--- config.mk ---
export PLATFORM = sky130hd
export DESIGN_NAME = sqrt_seq_driver
export DESIGN_NICKNAME = d
export VERILOG_FILES = /design/src/rtl/sqrt_seq_driver.sv
export SDC_FILE = /design/constraint.sdc
export NUM_CORES = 1
export LEC_CHECK = 0
export ABC_CLOCK_PERIOD_IN_PS = 10400
export BUFFER_PORTS_ARGS = -buffer_cell sky130_fd_sc_hd__clkbuf_2
export CORE_MARGIN = 8
export CORE_UTILIZATION = 55
export CTS_BUF_LIST = sky130_fd_sc_hd__clkbuf_16
export DETAILED_ROUTE_END_ITERATION = 10
export PLACE_DENSITY = 0.89
export SLEW_MARGIN = 20
export SYNTH_ARGS = -nofsm -noshare
export SYNTH_HDL_FRONTEND = slang
export SYNTH_SLANG_ARGS = --single-unit
export TNS_END_PERCENT = 100
--- constraint.sdc ---
create_clock -name clk -period 10.4 [get_ports clk]
set_input_delay 1.04 -clock clk [delete_from_list [all_inputs] [get_ports clk]]
set_output_delay 1.04 -clock clk [all_outputs]
set_load 0.005 [all_outputs]
--- src/rtl/sqrt_seq_driver.sv ---
// rtl/sqrt_seq_driver.sv - operand sequencer and in-line result checker for the iterative sqrt unit
// Restarts the sqrt unit once per operand and grades each result against floor(sqrt(val)).
module sqrt_seq_driver #(
  parameter int WIDTH    = 16,
  parameter int HOLD_CYC = 7,
  parameter int TIMEOUT  = 1024,
  parameter int CNT_W    = 16
) (
  input  logic                 clk,
  input  logic                 rst,
  input  logic                 en,
  input  logic [WIDTH-1:0]     first_val,
  input  logic [WIDTH-1:0]     last_val,
  output logic [WIDTH-1:0]     sqrt_val,
  output logic                 sqrt_rst,
  input  logic [WIDTH/2-1:0]   sqrt_out,
  input  logic                 sqrt_eop,
  output logic                 busy,
  output logic                 done,
  output logic [CNT_W-1:0]     pass_cnt,
  output logic [CNT_W-1:0]     fail_cnt,
  output logic [CNT_W-1:0]     tmo_cnt,
  output logic [WIDTH-1:0]     last_bad_val
);

  localparam int RW = WIDTH / 2;
  localparam int AW = WIDTH + 2;
  localparam int HW = (HOLD_CYC > 1) ? $clog2(HOLD_CYC) : 1;
  localparam int TW = $clog2(TIMEOUT + 1);

  typedef enum logic [2:0] {
    S_IDLE, S_LOAD, S_RUN, S_CHECK, S_NEXT, S_DONE
  } state_t;

  state_t            state_q, state_d;
  logic [WIDTH-1:0]  sqrt_val_q, sqrt_val_d;
  logic [WIDTH-1:0]  last_q, last_d;
  logic              sqrt_rst_q, sqrt_rst_d;
  logic              busy_q, busy_d;
  logic              done_q, done_d;
  logic [CNT_W-1:0]  pass_q, pass_d;
  logic [CNT_W-1:0]  fail_q, fail_d;
  logic [CNT_W-1:0]  tmo_q, tmo_d;
  logic [WIDTH-1:0]  bad_q, bad_d;
  logic [HW-1:0]     hold_q, hold_d;
  logic [TW-1:0]     wait_q, wait_d;
  logic [RW-1:0]     res_q, res_d;
  logic              eop_q, eop_d;

  logic              eop_rise;
  logic [AW-1:0]     sq, nx, val_ext;
  logic              check_ok;

  function automatic logic [CNT_W-1:0] sat_inc(input logic [CNT_W-1:0] c);
    return (&c) ? c : c + CNT_W'(1);
  endfunction

  assign eop_rise = sqrt_eop & ~eop_q;

  // Extra two bits keep r*r + 2r + 1 from overflowing when r is all ones.
  assign val_ext  = AW'(sqrt_val_q);
  assign sq       = AW'(res_q) * AW'(res_q);
  assign nx       = sq + (AW'(res_q) << 1) + AW'(1);
  assign check_ok = (sq <= val_ext) && (val_ext < nx);

  always_comb begin
    state_d    = state_q;
    sqrt_val_d = sqrt_val_q;
    last_d     = last_q;
    sqrt_rst_d = sqrt_rst_q;
    pass_d     = pass_q;
    fail_d     = fail_q;
    tmo_d      = tmo_q;
    bad_d      = bad_q;
    hold_d     = hold_q;
    wait_d     = wait_q;
    res_d      = res_q;
    eop_d      = sqrt_eop;

    case (state_q)
      S_IDLE: begin
        sqrt_rst_d = 1'b0;
        if (en) begin
          last_d = last_val;
          pass_d = '0;
          fail_d = '0;
          tmo_d  = '0;
          bad_d  = '0;
          if (last_val < first_val) begin
            state_d = S_DONE;
          end else begin
            sqrt_val_d = first_val;
            hold_d     = '0;
            state_d    = S_LOAD;
          end
        end
      end
      S_LOAD: begin
        if (hold_q == HW'(HOLD_CYC - 1)) begin
          sqrt_rst_d = 1'b1;
          wait_d     = '0;
          state_d    = S_RUN;
        end else begin
          hold_d = hold_q + HW'(1);
        end
      end
      S_RUN: begin
        // A level already high when RUN starts is stale; only a fresh edge counts.
        if (eop_rise) begin
          res_d   = sqrt_out;
          state_d = S_CHECK;
        end else if (wait_q == TW'(TIMEOUT - 1)) begin
          fail_d     = sat_inc(fail_q);
          tmo_d      = sat_inc(tmo_q);
          bad_d      = sqrt_val_q;
          sqrt_rst_d = 1'b0;
          state_d    = S_NEXT;
        end else begin
          wait_d = wait_q + TW'(1);
        end
      end
      S_CHECK: begin
        if (check_ok) begin
          pass_d = sat_inc(pass_q);
        end else begin
          fail_d = sat_inc(fail_q);
          bad_d  = sqrt_val_q;
        end
        sqrt_rst_d = 1'b0;
        state_d    = S_NEXT;
      end
      S_NEXT: begin
        sqrt_rst_d = 1'b0;
        if ((sqrt_val_q == last_q) || !en) begin
          state_d = S_DONE;
        end else begin
          sqrt_val_d = sqrt_val_q + WIDTH'(1);
          hold_d     = '0;
          state_d    = S_LOAD;
        end
      end
      S_DONE: begin
        sqrt_rst_d = 1'b0;
        if (!en) state_d = S_IDLE;
      end
      default: state_d = S_IDLE;
    endcase

    busy_d = (state_d != S_IDLE) && (state_d != S_DONE);
    done_d = (state_d == S_DONE);
  end

  always_ff @(posedge clk) begin
    if (rst) begin
      state_q    <= S_IDLE;
      sqrt_val_q <= '0;
      last_q     <= '0;
      sqrt_rst_q <= 1'b0;
      busy_q     <= 1'b0;
      done_q     <= 1'b0;
      pass_q     <= '0;
      fail_q     <= '0;
      tmo_q      <= '0;
      bad_q      <= '0;
      hold_q     <= '0;
      wait_q     <= '0;
      res_q      <= '0;
      eop_q      <= 1'b0;
    end else begin
      state_q    <= state_d;
      sqrt_val_q <= sqrt_val_d;
      last_q     <= last_d;
      sqrt_rst_q <= sqrt_rst_d;
      busy_q     <= busy_d;
      done_q     <= done_d;
      pass_q     <= pass_d;
      fail_q     <= fail_d;
      tmo_q      <= tmo_d;
      bad_q      <= bad_d;
      hold_q     <= hold_d;
      wait_q     <= wait_d;
      res_q      <= res_d;
      eop_q      <= eop_d;
    end
  end

  assign sqrt_val     = sqrt_val_q;
  assign sqrt_rst     = sqrt_rst_q;
  assign busy         = busy_q;
  assign done         = done_q;
  assign pass_cnt     = pass_q;
  assign fail_cnt     = fail_q;
  assign tmo_cnt      = tmo_q;
  assign last_bad_val = bad_q;

endmodule

==> flow_summary.toml <==
[run_status]
status = "completed"

[die]
fp.dieH_um = 146
std_cell_rows = 47
io_pins = 127
core-area_um2 = 16600
start_util_pct = 56.3
die_area_um2 = 21400
fp.dieW_um = 146

[cts]
cts_hold_buf = 0
clk_pin_slew_worst_paths_ns = 0.06
cts_htree_levels = 4
cts_setup_buffers = 0
cts_tree = "done"
numCtsBuffers = 17
cts_resized = 0
clock-sinks = 125
ctsRootBufferMaster = "clkbuf_16"
clkLatencyLatePin_ns = 0.43
clock_path_buffers = 2

[synth]
synthArstFlopShare_pct = 0
synth-edff-count = 0
syn_area_um2 = 9340
synthCells = 1150
ys_ff_latch = 125
ys.flop_type = "dfxtp_1"
synth-seq-area-share_pct = 26.8
synth_cell_types = 84
yosys_warnings = 0
syn_area_per_cell_um2 = 8.12

[worst_setup_path]
arrival_ns = 8.30
slowest_delay_ns = 0.80
crit_slowest_cell = "a21o_1"
crit_type = "flip-flop to flip-flop"
cp.required_ns = 10.70
end_kind = "flip-flop"
start_kind = "flip-flop"
worstPathBufferInverterCount = 3
cpMostUsedCell = "ha_1"
cp_top_family = "compound AO/OA/AOI/OAI gates"
crit_path_max_fanout = 32

[sta]
drv_slew = 0
fin_crit_ns = 8.00
max_freq_mhz = 125
clock_skew_ns = 0.0104
rsz0062_at_grt = "no"
tightest_slew_ns = 0.997
fin_crit_sh_pct = 76.9
hold_slack_ns = 0.473
setup_viol = 0
max-slew-margin-rel_pct = 33.5
finalSetupTns_ns = 0
finalHoldViolCount = 0

[cells_and_area]
area_growth_pct = 13.8
fill_cells = 1391
multi_input_area_um2 = 6250
nets = 1401
seqCellArea_um2 = 2500
diodes = 0
drive_gt1_share_pct = 14.7

[drt]
drt_pass1_iterations = 8
drt_wl_total_um = 26800
drt_iter0_drc = 832
drcViolationCount = 0
via_count = 9215
postRouteAntennaNets = 0
wire_per_inst_um = 18.1
viasPerCell = 6.23

[placement]
place.gp.congestion = 0.922
dp_hpwl_um = 19400
io_buffer_count = 126

[power]
ir_worst_vdd_mv = 0.124
leakagePower_nw = 4.90
powerDensity_nw_per_um2 = 121

[global_routing]
antenna_found_initial = 0
overflow = 0
grt_max_degree = 77
grt_pass1_vias = 9112
grtUsageTotal_pct = 24.5
grt_first_pass_wirelength_um = 44100

[run]
max_cap_viol_count = 0

[min_path]
hp-class = "flip-flop to flip-flop"
-- cell usage in the layout (no fill, tap or decap), types with 7 or more instances in the layout --
cell	count
o211ai_1	17
clkbuf_2	126
o32ai_1	15
or3_1	15
xnor2_1	23
nand3_1	49
and3_1	26
nor2b_1	7
nand2b_1	11
o31ai_1	11
clkbuf_16	17
ha_1	86
buf_4	8
nor4_1	7
a22oi_1	10
a21o_1	26
o21ai_0	33
or4_1	10
and2_1	24
dfxtp_1	125
inv_1	90
a211oi_1	8
nand4_1	18
xor2_1	39
nor2_1	72
nor3_1	14
fa_1	24
a21oi_1	97
nand2_1	130
o311ai_1	9
-- cell usage after synthesis, types with 6 or more instances --
cell	n	area, um^2
nand3_1	49	245
and4_1	6	52.6
o31ai_1	11	82.6
nor2b_1	7	43.8
a21oi_1	97	485
and3_1	26	163
o21ai_0	33	165
a22oi_1	10	75.1
or3_1	15	93.8
fa_1	24	480
inv_1	90	338
a211oi_1	8	60.1
o32ai_1	15	131
xnor2_1	23	201
nand2b_1	11	68.8
o311ai_1	9	78.8
xor2_1	39	342
a31oi_1	6	37.5
dfxtp_1	125	2500
or4_1	10	75.1
a21o_1	26	195
o211ai_1	17	128
nand4_1	18	113
nor2_1	72	270
clkbuf_1	42	158
nor3_1	15	75.1
ha_1	86	1080
and2_1	24	150
nand2_1	130	488
nor4_1	7	43.8
-- per-stage QoR --
step                      setup WS (ns)  std cells  area (um^2)  power, W  util [%]
final                              2.40       1480        10600   0.00129      64.1
after floorplan                    3.68       1151         9340  0.000646         -
after global routing               1.92       1480        10600   0.00133      64.1
after CTS                          2.43       1480        10600   0.00128      64.1
after global placement             2.76       1448        10100  0.000696      60.6
after detailed placement           2.46       1448        10100  0.000704      60.6
-- worst paths after layout --
kind,from,end,slack (ns),depth (start not counted)
setup / recovery,res_q[3]$_SDFFE_PP0P_,fail_cnt[4]$_SDFFE_PP0P_,2.40,27
hold reg to reg,last_q[6]$_SDFFE_PP0P_,last_q[6]$_SDFFE_PP0P_,0.47,2
setup reg to reg,res_q[3]$_SDFFE_PP0P_,fail_cnt[4]$_SDFFE_PP0P_,2.40,27
hold / removal,last_q[6]$_SDFFE_PP0P_,last_q[6]$_SDFFE_PP0P_,0.47,2
-- sequential cells by signal, indices dropped and copies added (netlist names) --
| signal | count |
|---|---|
| fail_cnt | 16 |
| last_bad_val | 16 |
| last_q | 16 |
| pass_cnt | 16 |
| sqrt_val | 16 |
| tmo_cnt | 16 |
| wait_q | 11 |
| res_q | 8 |
| hold_q | 3 |
| state_q | 3 |
| busy | 1 |
| done | 1 |
| eop_q | 1 |
| sqrt_rst | 1 |
-- cell type report --
cell class / instances / area share, %
inverter: 90 / 3.18
sequential: 125 / 23.5
multi-input combinational: 879 / 58.8
timing repair buffer: 134 / 6.50
clock inverter: 15 / 1.35
clock buffer: 17 / 4.00
tap: 220 / 2.59
-- power by group --
part           switching [W]  total [W]  internal, W
clock               0.000237   0.000588     0.000351
sequential         0.0000237   0.000515     0.000491
combinational       0.000119   0.000187    0.0000685
total               0.000380    0.00129     0.000911
-- worst reg2reg max path, stage by stage (launching register included) --
cell and delay [ns]:
dfxtp_1 0.49, inv_1 0.15, ha_1 0.21, or2_2 0.30, fa_1 0.48, inv_1 0.05
fa_1 0.48, fa_1 0.55, inv_1 0.04, ha_1 0.37, o211ai_1 0.18, o21ai_0 0.24
xor2_1 0.24, ha_1 0.32, a21o_1 0.18, a41o_1 0.25, and4b_4 0.24, nand2_1 0.10
xor2_1 0.17, ha_1 0.28, nand2_1 0.09, o211ai_1 0.10, a21o_1 0.19, a221o_1 0.39
o31ai_1 0.43, a21o_1 0.80, nand4b_4 0.42, o32ai_1 0.13
-- kinds of logic (layout without fill, tap and decap cells) --
logic type	after synthesis	in the layout	share of synthesized area, %
multiplexers	5	5	0.549
buffers and inverters	147	256	6.42
other	1	2	0.0401
flip-flops	125	125	26.8
AO/OA/AOI/OAI	287	287	21.2
XOR/XNOR	63	63	5.99
AND/OR/NAND/NOR	412	412	22.4
adder cells (fa/ha/maj)	110	110	16.7
-- metal layers --
layer	track usage (%)	part of all wire [%]	wire, um	vias to the layer above
met4	11.3	3.2	846	0
met5	0	0	0	-
li1	-	-	-	4299
met3	6.83	9.3	2490	80
met1	29.5	40	10700	4359
met2	39.9	48	12700	477
Note: power is estimated with default switching activity, not from simulation.
